<file path="src/rtl/sap1_pkg.sv">
// Types and RAM geometry shared between the SAP-1 program loader and the CPU-side RAM.
package sap1_pkg;

  localparam int RAM_PROFUNDIDADE     = 32;
  localparam int RAM_LARGURA_DADO     = 8;
  localparam int RAM_LARGURA_ENDERECO = 5;

  typedef enum logic [2:0] {
    OCIOSO,
    CARGA,
    CHECKSUM,
    LIBERA,
    EXECUTA
  } estado_carregador_t;

endpackage

</file>
<file path="src/rtl/carregador_programa.sv">
// SAP-1 program loader: streams a length-prefixed program into RAM, verifies a trailing
// checksum and keeps the CPU in reset until a clean load has completed.
module carregador_programa
  import sap1_pkg::*;
#(
  parameter int LARGURA_ENDERECO = RAM_LARGURA_ENDERECO,
  parameter int LARGURA_DADO     = RAM_LARGURA_DADO
) (
  input  logic                        clock,
  input  logic                        reset,
  input  logic                        iniciar,
  input  logic [LARGURA_ENDERECO:0]   comprimento,
  input  logic [LARGURA_DADO-1:0]     dado_entrada,
  input  logic                        dado_valido,
  output logic                        dado_pronto,
  output logic                        ram_we,
  output logic [LARGURA_ENDERECO-1:0] ram_endereco,
  output logic [LARGURA_DADO-1:0]     ram_dado,
  output logic                        cpu_reset,
  output logic                        ocupado,
  output logic                        concluido,
  output logic                        erro_checksum,
  output estado_carregador_t          estado
);

  localparam int                 LC         = LARGURA_ENDERECO + 1;
  localparam logic [LC-1:0]      COMP_MAX   = LC'(2 ** LARGURA_ENDERECO);

  // Handshake: a byte moves on every rising edge where dado_valido && dado_pronto.
  // dado_pronto is decoded from state alone, never from dado_valido.

  estado_carregador_t            r_estado, w_estado_prox;
  logic [LC-1:0]                 r_comprimento, w_comprimento_prox;
  logic [LC-1:0]                 r_idx, w_idx_prox;
  logic [LARGURA_DADO-1:0]       r_soma, w_soma_prox;
  logic                          r_concluido, w_concluido_prox;
  logic                          r_erro, w_erro_prox;
  logic                          r_ram_we, w_ram_we_prox;
  logic [LARGURA_ENDERECO-1:0]   r_ram_endereco, w_ram_endereco_prox;
  logic [LARGURA_DADO-1:0]       r_ram_dado, w_ram_dado_prox;
  logic                          r_cpu_reset;

  logic                          w_pronto;
  logic                          w_transf;
  logic                          w_inicio_ok;
  logic [LC-1:0]                 w_idx_inc;
  logic [LARGURA_DADO-1:0]       w_soma_ck;

  assign w_pronto    = (r_estado == CARGA) || (r_estado == CHECKSUM);
  assign w_transf    = dado_valido && w_pronto;
  assign w_inicio_ok = iniciar && ((r_estado == OCIOSO) || (r_estado == EXECUTA)) &&
                       (comprimento != '0) && (comprimento <= COMP_MAX);
  assign w_idx_inc   = r_idx + LC'(1);
  assign w_soma_ck   = r_soma + dado_entrada;

  always_comb begin
    w_estado_prox       = r_estado;
    w_comprimento_prox  = r_comprimento;
    w_idx_prox          = r_idx;
    w_soma_prox         = r_soma;
    w_concluido_prox    = r_concluido;
    w_erro_prox         = r_erro;
    w_ram_we_prox       = 1'b0;
    w_ram_endereco_prox = r_ram_endereco;
    w_ram_dado_prox     = r_ram_dado;

    case (r_estado)
      OCIOSO, EXECUTA: begin
        if (w_inicio_ok) begin
          w_comprimento_prox = comprimento;
          w_idx_prox         = '0;
          w_soma_prox        = '0;
          w_concluido_prox   = 1'b0;
          w_erro_prox        = 1'b0;
          w_estado_prox      = CARGA;
        end
      end
      CARGA: begin
        if (w_transf) begin
          w_ram_we_prox       = 1'b1;
          w_ram_endereco_prox = r_idx[LARGURA_ENDERECO-1:0];
          w_ram_dado_prox     = dado_entrada;
          w_soma_prox         = w_soma_ck;
          w_idx_prox          = w_idx_inc;
          // idx stops at comprimento, so the address never wraps past the last word.
          if (w_idx_inc == r_comprimento) w_estado_prox = CHECKSUM;
        end
      end
      CHECKSUM: begin
        if (w_transf) begin
          if (w_soma_ck == '0) begin
            w_concluido_prox = 1'b1;
            w_estado_prox    = LIBERA;
          end else begin
            w_erro_prox   = 1'b1;
            w_estado_prox = OCIOSO;
          end
        end
      end
      LIBERA:  w_estado_prox = EXECUTA;
      default: w_estado_prox = OCIOSO;
    endcase
  end

  always_ff @(posedge clock) begin
    if (reset) begin
      r_estado       <= OCIOSO;
      r_comprimento  <= '0;
      r_idx          <= '0;
      r_soma         <= '0;
      r_concluido    <= 1'b0;
      r_erro         <= 1'b0;
      r_ram_we       <= 1'b0;
      r_ram_endereco <= '0;
      r_ram_dado     <= '0;
      r_cpu_reset    <= 1'b1;
    end else begin
      r_estado       <= w_estado_prox;
      r_comprimento  <= w_comprimento_prox;
      r_idx          <= w_idx_prox;
      r_soma         <= w_soma_prox;
      r_concluido    <= w_concluido_prox;
      r_erro         <= w_erro_prox;
      r_ram_we       <= w_ram_we_prox;
      r_ram_endereco <= w_ram_endereco_prox;
      r_ram_dado     <= w_ram_dado_prox;
      // Registered so the CPU reset is glitch-free; it drops only while in EXECUTA.
      r_cpu_reset    <= (w_estado_prox != EXECUTA);
    end
  end

  assign dado_pronto   = w_pronto;
  assign ram_we        = r_ram_we;
  assign ram_endereco  = r_ram_endereco;
  assign ram_dado      = r_ram_dado;
  assign cpu_reset     = r_cpu_reset;
  assign ocupado       = (r_estado == CARGA) || (r_estado == CHECKSUM) || (r_estado == LIBERA);
  assign concluido     = r_concluido;
  assign erro_checksum = r_erro;
  assign estado        = r_estado;

endmodule

</file>
<file path="config.mk">
export PLATFORM = sky130hd
export DESIGN_NAME = carregador_programa
export DESIGN_NICKNAME = d
export VERILOG_FILES = /design/src/rtl/sap1_pkg.sv /design/src/rtl/carregador_programa.sv
export SDC_FILE = /design/constraint.sdc
export NUM_CORES = 1
export LEC_CHECK = 0
export ABC_AREA = 1
export BUFFER_PORTS_ARGS = -buffer_cell sky130_fd_sc_hd__buf_2
export CAP_MARGIN = 20
export CORE_MARGIN = 2
export CORE_UTILIZATION = 28
export CTS_CLUSTER_SIZE = 25
export DETAILED_ROUTE_END_ITERATION = 8
export HOLD_SLACK_MARGIN = 0.02
export PLACE_DENSITY_LB_ADDON = 0.05
export SETUP_SLACK_MARGIN = 0.4
export SLEW_MARGIN = 20
export SYNTH_ARGS = -nofsm -noshare
export SYNTH_HDL_FRONTEND = slang
export SYNTH_SLANG_ARGS = --single-unit
</file>
<file path="constraint.sdc">
create_clock -name clock -period 2.3 [get_ports clock]
set_input_delay 0.345 -clock clock [delete_from_list [all_inputs] [get_ports clock]]
set_output_delay 0.345 -clock clock [all_outputs]
set_load 0.03 [all_outputs]
</file>
==> summary.txt, run 1 <==
Status
  • Status: complete, no violations

Routing
  • DR vias: 1999
  • Number of remaining DRC errors: 0
  • Via-to-Cell Ratio: between 4 and 5
  • Iteration-0 DRC count of the detailed router: 63
  • Routed WL: ~5.6 mm
  • Drt first pass iters: 4
  • Post-DRT Antenna Nets: 0
  • Routed len/inst: 12.6 µm

CTS
  • Total setup buffers inserted after CTS: 0
  • Clk root buf: clkbuf_8
  • CTS Buffer Depth: 2
  • CTS tree: done
  • CTS buffer count: 5
  • Reg clk slew, reported paths: 0.08 ns
  • H-tree depth: 2
  • Clk_lat worst skew: just under 0.3 ns
  • CTS hold repair buffers: 0
  • # clock sinks: 40

Synthesis
  • Synthesized area: ~0.0021 mm²
  • Post-synthesis register bit count: 40
  • Proportion of netlist area held by the largest area contributor: 37.6%
  • Mapped Avg Cell Area: around 7 µm²
  • Syn_nets: 331
  • Netlist cell types: 30
  • Synth Instances: a little over 300
  • Synth area leaders: dfxtp_1, nand2_1, inv_1
  • Post-synthesis sequential area ratio: 37.6%
  • Synth area leader: dfxtp_1
  • Synth Warn #: 0

STA
  • Setup TNS: 0 ns
  • Slew @ Worst Pin: slightly below 0.7 ns
  • Final Slew Violations: 0
  • Period utilisation layout: roughly four fifths
  • Final setup violating endpoints: 0
  • RSZ-0062 raised after global routing: true
  • Relative slew slack: a little over half
  • Maximum clock rate: about 530 MHz
  • Min Tclk post-route: 1.87 ns
  • Clk_skew: around 0.0024 ns
  • Final Hold Violating Endpoints: 0

Placement
  • DP Area: about 0.0024 mm²
  • DP HPWL: around 4 mm
  • Placed instance count: about 440
  • Port Buffer Count: 39
  • Placer Congestion: 0.770

Die
  • Core Footprint: around 0.0073 mm²
  • Initial Util: between 20% and 30%
  • Die ar.: 0.00832 mm²
  • Chip width: a little over 90 µm
  • Row count: 31
  • Ports: 40
  • Die height: between 90 and 100 µm

Final layout
  • Nets: 370
  • Area Overhead vs Synth: 20.9%
  • ANT cells: 0
  • Fill cell count: approximately 830
  • Final Util: between 30% and 40%
  • Fin area: around 0.0026 mm²
  • Fraction of layout instances using a drive strength above 1: 23.8%
  • Non-Filler Instances: roughly 440

Setup path
  • Worst path arrival time: roughly 2.1 ns
  • Setup crit end kind: register
  • CP required: between 2 and 2.5 ns
  • Crit path cell chain: ha_4 > inv_2 > fa_2 > nand2_1 > nor2_2 > nand3_2 > nor2_4 > nand2_2 > nand2_2 > nand2_1 > nand2_1 > a21oi_2
  • CP max stage cell: fa_2
  • Crit Path Class: reg -> reg
  • Cell mode on critical path: nand2_1
  • CP Launch Type: register
  • Critical Path Fanout Max: 3
  • CP max stage delay: ~0.53 ns

Global routing
  • Overflow after GRT: 0
  • Largest net degree at the start of global routing: 22
  • First-pass GRT wire length: between 9 and 10 mm
  • Number of global-route vias before repair: 1825
  • Initial antenna violation count: 0
  • Gr usage total: 13.7%

Min path
  • Hold Crit Class: in -> reg

Power
  • Worst VDD drop: 0.269 mV
  • Power Density: 619 mW/mm²
  • Pwr Total: approximately 1.6 mW
  • Lkg Pwr: about 1.2 nW

Flow run
  • Max cap viols: 0
[sequential cells by signal, indices dropped and copies added (netlist names)]
signal,flops
r_soma,8
ram_dado,8
r_comprimento,6
r_idx,6
ram_endereco,5
estado,3
concluido,1
cpu_reset,1
erro_checksum,1
ram_we,1
[per-stage QoR]
stage,hold WS (ns),setup WS [ns]
final,0.293,0.429
after global routing,0.309,0.280
after detailed placement,0.457,0.139
after global placement,0.449,0.184
after CTS,0.292,0.425
after floorplan,0.433,0.413
[placed cells by master (no fill, tap or decap), types with 6 or more instances in the layout]
cell type  count
a21oi_1       18
o21ai_1       16
dfxtp_1       39
o21ai_0        6
nor2_1        34
ha_1           7
buf_2         39
nand2_1       61
inv_2          9
inv_1         36
nand3_1       24
[routing by layer]
metal	global-route usage (%)	vias up	share of wire [%]
met5	0	-	0
met4	4.04	0	0.88
met3	2.90	5	2.6
met2	21.7	24	45
met1	18.6	912	51
li1	-	1058	-
[timing repair]
action,in CTS,in global routing
setup endpoints to repair,4,4
pin swaps,2,8
gates resized for setup,7,11
[cells in the mapped netlist, drive strengths merged]
master / instances
a32o: 4
nand4: 4
nand3b: 2
xnor2: 4
a21oi: 19
inv: 45
buf: 6
nand2: 66
o31ai: 1
o21ai: 23
nor2: 44
xor2: 2
o32ai: 1
dfxtp: 40
nor3: 3
fa: 1
nand3: 28
clkbuf: 2
or2: 1
ha: 8
[final timing paths]
| path | from | to | slack [ns] | cells past startpoint |
|---|---|---|---|---|
| setup / recovery | r_soma[0] | concluido | 0.43 | 12 |
| hold / removal | comprimento[0] | r_comprimento[0] | 0.29 | 3 |
| setup reg to reg | r_soma[0] | concluido | 0.43 | 12 |
| hold reg to reg | erro_checksum | erro_checksum | 0.46 | 2 |
[critical path, delay by kind of cell (launching register included)]
family,cells,cell delay [ns]
compound gates,1,0.05
fa+ha+maj,2,0.68
buf+inv,1,0.04
flops,1,0.36
simple gates,8,0.63
[logic make-up after synthesis]
family                   Yosys count  share of synthesized area (%)
adder cells (fa/ha/maj)            9                           5.64
AND/OR/NAND/NOR                  148                           31.2
XOR/XNOR                           6                           2.47
AO/OA/AOI/OAI                     48                           12.7
buffers and inverters             53                           10.4
flip-flops                        40                           37.6
[where the power goes]
part | total, mW | internal [mW] | switching (mW)
clock network | 0.578 | 0.322 | 0.256
logic | 0.276 | 0.0885 | 0.187
registers | 0.740 | 0.722 | 0.0183
total | 1.59 | 1.13 | 0.461
[area by class of cell]
cell class | count | area (µm²) | share of cell area, %
sequential | 40 | 802 | 31.2
timing repair buffer | 40 | 203 | 7.88
tap | 99 | 124 | 4.81
inverter | 45 | 169 | 6.56
clock buffer | 6 | 72.6 | 2.82
clock inverter | 2 | 35.0 | 1.36
multi-input combinational | 211 | 1170 | 45.4
Power figures use the tool's default switching activity.
==> inputs of run 2 (changes only) <==
Clock period 2.3 ns to 1.9 ns, I/O delays scaled along.
==> run 2 against run 1 <==
Net effect:
- critical path depth grew 3
- clock-buffer cell count fell by 1
- wire length rose by 5.5%
- maximum frequency increased by 2.9%
- global-route usage increased by 0.84 points
- register-to-register slack worse by 0.35 ns
- flip-flop and latch count stayed put
- critical path type unchanged
- critical endpoint unchanged
- largest power group unchanged
- highest routed layer unchanged
==> summary.txt, run 2 (synthesis gave the netlist of run 1 again) <==
STA
  • Period utilisation layout: between 90% and 100%
  • Relative slew slack: a little over two thirds
  • Slew @ Worst Pin: ~0.44 ns
  • RSZ-0062 raised after global routing: true
  • Final Slew Violations: 0
  • Clk_skew: roughly 0.0048 ns
  • Min Tclk post-route: 1.82 ns
  • Final Hold Violating Endpoints: 0
  • Setup TNS: 0 ns
  • Maximum clock rate: ~550 MHz
  • Final setup violating endpoints: 0

Die
  • Core Footprint: 0.00729 mm²
  • Die height: between 90 and 100 µm
  • Ports: 40
  • Chip width: a little over 90 µm
  • Die ar.: 0.00832 mm²
  • Row count: 31
  • Initial Util: between 20% and 30%

Flow run
  • Max cap viols: 0

Setup path
  • Worst path arrival time: around 2 ns
  • CP max stage cell: fa_2
  • Setup crit end kind: register
  • Critical Path Fanout Max: 3
  • Top cell family by delay on the critical path: simple AND/OR/NAND/NOR gates
  • Crit path cell chain: ha_4 > inv_2 > fa_2 > inv_2 > nand2_2 > nand2_4 > nand3_2 > nand2_2 > nand3_2 > nor2_4 > nand2_2 > nand2_2 > nand2_1 > nand2_1 > a21oi_2
  • Buf/Inv on CP: 2
  • CP max stage delay: 0.37 ns
  • CP required: about 2.1 ns
  • Crit Path Class: reg -> reg
  • CP Launch Type: register
  • Cell mode on critical path: nand2_2

Placement
  • Port Buffer Count: 39
  • Placed instance count: about 440
  • Placer Congestion: just under 0.8
  • DP Area: between 0.002 and 0.003 mm²
  • DP HPWL: ~4.3 mm

Routing
  • Number of remaining DRC errors: 0
  • Iteration-0 DRC count of the detailed router: 76
  • Drt first pass iters: 4
  • Routed WL: about 6 mm
  • DR vias: between 2000 and 2500
  • Post-DRT Antenna Nets: 0
  • Via-to-Cell Ratio: 4.55
  • Routed len/inst: 12.7 µm

CTS
  • CTS tree: done
  • # clock sinks: 40
  • CTS Buffer Depth: 2
  • H-tree depth: 2
  • Clk root buf: clkbuf_8
  • Reg clk slew, reported paths: ~0.090 ns
  • Clk_lat worst skew: a little over 0.3 ns
  • CTS buffer count: 5

Final layout
  • Fin area: between 0.002 and 0.003 mm²
  • Fraction of layout instances using a drive strength above 1: roughly 34%
  • Final Util: between 30% and 40%
  • Nets: 390
  • Most frequent cells in the layout: nand2_1, buf_2, inv_1, nor2_1, dfxtp_1
  • Area Overhead vs Synth: 35.1%
  • Commonest non-fill, non-tap cell in the layout: nand2_1
  • Non-Filler Instances: roughly 460
  • ANT cells: 0

Global routing
  • Overflow after GRT: 0
  • Initial antenna violation count: 0
  • Gr usage total: around 15%
  • Largest net degree at the start of global routing: 22
  • First-pass GRT wire length: around 9.6 mm
  • Number of global-route vias before repair: about 2000

Power
  • Power Density: just over 700 mW/mm²
  • Lkg Pwr: around 1.4 nW
  • Worst VDD drop: between 0.2 and 0.3 mV

Status
  • Status: complete, no violations

Min path
  • Hold Crit Class: in -> reg
==> run 2: changes by cell type in the layout (fill, tap and decap cells not counted), moves of 5 or more <==
cell,delta
nand2_1,-6
buf_4,+16
dfxtp_1,-5
nand2_2,+5
buf_6,+5
==> run 2: final cells by class <==
cell class / instances / area (µm²)
fillers: 810 / 4410
multi-input cells: 211 / 1270
flip-flops and latches: 40 / 813
repair buffers: 60 / 374
inverters: 45 / 181
well taps: 99 / 124
clock buffers: 5 / 68.8
clock inverters: 3 / 46.3
==> run 2: metal layers <==
layer	global-route usage, %	vias to the layer above	part of all wire [%]
met4	4.67	0	1.2
met2	23.6	34	47
met1	19.2	970	49
li1	-	1097	-
met5	0	-	0
met3	2.90	7	3.6
==> run 2: what timing repair did <==
item                       4_1_cts  5_1_grt
pin swaps                        8       16
buffers inserted                 3        8
setup endpoints to repair       10       28
hold buffers                     0        0
gates resized for setup         17       31
==> run 2: worst paths after layout <==
check / from / to / slack (ns) / depth (start not counted)
setup / recovery: r_soma[0] / concluido / 0.08 / 15
hold / removal: comprimento[1] / r_comprimento[1] / 0.22 / 3
setup reg to reg: r_soma[0] / concluido / 0.08 / 15
hold reg to reg: erro_checksum / erro_checksum / 0.47 / 2
==> run 2: worst register-to-register path, stage by stage (launching register included) <==
cell     delay (ns)
dfxtp_2        0.36
ha_4           0.13
inv_2          0.03
fa_2           0.37
inv_2          0.06
nand2_2        0.05
nand2_4        0.08
nand3_2        0.06
nand2_2        0.08
nand3_2        0.08
nor2_4         0.11
nand2_2        0.06
nand2_2        0.07
nand2_1        0.04
nand2_1        0.06
a21oi_2        0.05
==> run 2: metrics by stage <==
stage	setup WS (ns)	total power [mW]	hold WS (ns)
2_1_floorplan	0.174	1.15	0.373
3_3_place_gp	0.0200	1.26	0.453
3_5_place_dp	-0.0313	1.26	0.447
4_1_cts	0.0772	2.03	0.218
5_1_grt	-0.0557	2.14	0.230
6_report	0.0824	2.04	0.222
==> run 2: power breakdown <==
group,switching [mW],total (mW),internal [mW]
registers,0.0244,0.898,0.873
clock network,0.356,0.752,0.396
logic,0.245,0.395,0.149
==> inputs of run 3 (changes only) <==
Settings changed: PLACE_DENSITY_LB_ADDON 0.05 to default.
==> run 3 against run 2 <==
Net effect:
- sequential power is essentially flat
- global-route usage decreased by 1.2 points
- worst hold slack gained 0.016 ns
- largest cell class unchanged
- design area increased by 0.17%
==> summary.txt, run 3 (synthesis gave the netlist of run 1 again) <==
Setup path
  • CP max stage cell: dfxtp_2
  • Setup crit end kind: register
  • Crit Path Class: reg -> reg
  • CP required: 2.07 ns
  • Crit path cell chain: ha_4 > inv_2 > fa_2 > inv_2 > nand2_2 > nand2_2 > nand3_2 > nand3_2 > nand2_2 > nor2_4 > nand2_1 > nand2_1 > nand2_1 > nand2_1 > a21oi_1
  • Cell mode on critical path: nand2_1
  • CP Launch Type: register
  • Worst path arrival time: 2.00 ns
  • CP max stage delay: around 0.35 ns
  • Critical Path Fanout Max: 3

STA
  • RSZ-0062 raised after global routing: true
  • Clk_skew: approximately 0.011 ns
  • Relative slew slack: around 53%
  • Period utilisation layout: 96.2%
  • Slew @ Worst Pin: approximately 0.7 ns
  • Final Slew Violations: 0
  • Maximum clock rate: approximately 550 MHz
  • Min Tclk post-route: about 1.8 ns
  • Setup TNS: 0 ns
  • Final Hold Violating Endpoints: 0
  • Final setup violating endpoints: 0
  • Final worst slack: 0.0715 ns

Global routing
  • Gr usage total: between 10% and 20%
  • Overflow after GRT: 0
  • Initial antenna violation count: 0
  • Number of global-route vias before repair: about 2000
  • Largest net degree at the start of global routing: 22
  • First-pass GRT wire length: approximately 9 mm

Power
  • NetSw: 0.592 mW
  • Comb power frac: slightly below 20%
  • Worst VDD drop: 0.419 mV
  • Lkg Pwr: approximately 1.3 nW
  • Flop pwr share: 43.9%
  • Sw frac: ~29%
  • Pwr Total: 2.04 mW
  • Power Density: around 710 mW/mm²
  • Clock share of power: between 30% and 40%
  • Internal power: 1.45 mW

Final layout
  • Final Util: between 30% and 40%
  • Nets: 386
  • Fin area: around 0.0029 mm²
  • Fill cell count: between 700 and 800
  • Most frequent cells in the layout: nand2_1, buf_2, dfxtp_1
  • ANT cells: 0
  • Fraction of layout instances using a drive strength above 1: 32.8%
  • Area Overhead vs Synth: 35.4%
  • Commonest non-fill, non-tap cell in the layout: nand2_1

Routing
  • Routed len/inst: 12.0 µm
  • DR vias: between 2000 and 2500
  • Drt first pass iters: 4
  • Number of remaining DRC errors: 0
  • Post-DRT Antenna Nets: 0
  • Routed WL: approximately 5.5 mm
  • Via-to-Cell Ratio: approximately 4.5
  • Iteration-0 DRC count of the detailed router: 79

Die
  • Die height: between 90 and 100 µm
  • Row count: 31
  • Initial Util: between 20% and 30%
  • Core Footprint: 0.00729 mm²
  • Chip width: 91.2 µm
  • Ports: 40
  • Die ar.: slightly above 0.008 mm²

CTS
  • Reg clk slew, reported paths: ~0.08 ns
  • H-tree depth: 2
  • Clk root buf: clkbuf_8
  • CTS hold repair buffers: 0
  • CTS buffer count: 5
  • CTS Buffer Depth: 2
  • CTS tree: done
  • # clock sinks: 40
  • Clk_lat worst skew: ~0.3 ns

Placement
  • Pre-CTS WS: -0.0326 ns
  • DP HPWL: a little under 4 mm
  • Port Buffer Count: 39
  • DP Area: approximately 0.0025 mm²
  • Placer Congestion: 0.859

Status
  • Status: complete, no violations

Min path
  • Hold Crit Class: in -> reg

Flow run
  • Max cap viols: 0
[run 3: cell count changes in the layout (fill, tap and decap cells not counted), moves of 2 or more]
| cell | change |
|---|---|
| dfxtp_2 | -2 |
| nand3_2 | +2 |
| dfxtp_1 | +2 |
| buf_12 | +2 |
| o21ai_2 | -3 |
| ha_1 | -2 |
| o21ai_1 | +3 |
| inv_2 | +2 |
| buf_4 | -6 |
[run 3: repair_timing]
action,CTS,global route
setup endpoints to repair,16,28
resized for setup,12,36
pin swaps,8,13
setup buffers,3,9
cloned,0,1
[run 3: metal layers]
metal,track usage [%],routed length [µm]
met5,0,0
met4,4.80,88
met3,2.74,255
met2,21.7,2520
met1,17.5,2670
[run 3: final timing paths]
path                                     start          endpoint  slack [ns]  cells past startpoint
worst max-delay path                 r_soma[0]         concluido        0.07                     15
worst min-delay path            comprimento[0]  r_comprimento[0]        0.24                      3
worst min register to register   erro_checksum     erro_checksum        0.46                      2
worst max register to register       r_soma[0]         concluido        0.07                     15
[run 3: worst max-delay path, delay by kind of cell, from the launching register on]
family	cells	cell delay, ns
simple gates	10	0.72
buf+inv	2	0.09
flops	1	0.35
fa+ha+maj	2	0.48
compound gates	1	0.06
[run 3: cell type report]
| class | count | area, µm² | area share [%] |
|---|---|---|---|
| multi-input cells | 211 | 1280 | 44.4 |
| repair buffers | 55 | 358 | 12.4 |
| clock inverters | 2 | 38.8 | 1.35 |
| well taps | 99 | 124 | 4.30 |
| clock buffers | 6 | 82.6 | 2.86 |
| flip-flops and latches | 40 | 811 | 28.1 |
| inverters | 45 | 181 | 6.29 |
| repair inverters | 1 | 6.26 | 0.217 |
[run 3: stage by stage]
| stage | hold slack, ns | cells |
|---|---|---|
| detailed placement | 0.444 | 438 |
| floorplan | 0.373 | 304 |
| global route | 0.251 | 459 |
| global placement | 0.446 | 438 |
| finish | 0.238 | 459 |
| CTS | 0.239 | 449 |
[run 3: power groups by stage]
| stage | clock network [mW] | logic (mW) | registers (mW) |
|---|---|---|---|
| 2_1_floorplan | 0 | 0.195 | 0.952 |
| 3_3_place_gp | 0 | 0.324 | 0.915 |
| 3_5_place_dp | 0 | 0.328 | 0.915 |
| 4_1_cts | 0.769 | 0.346 | 0.896 |
| 5_1_grt | 0.806 | 0.437 | 0.901 |
| 6_report | 0.752 | 0.396 | 0.897 |
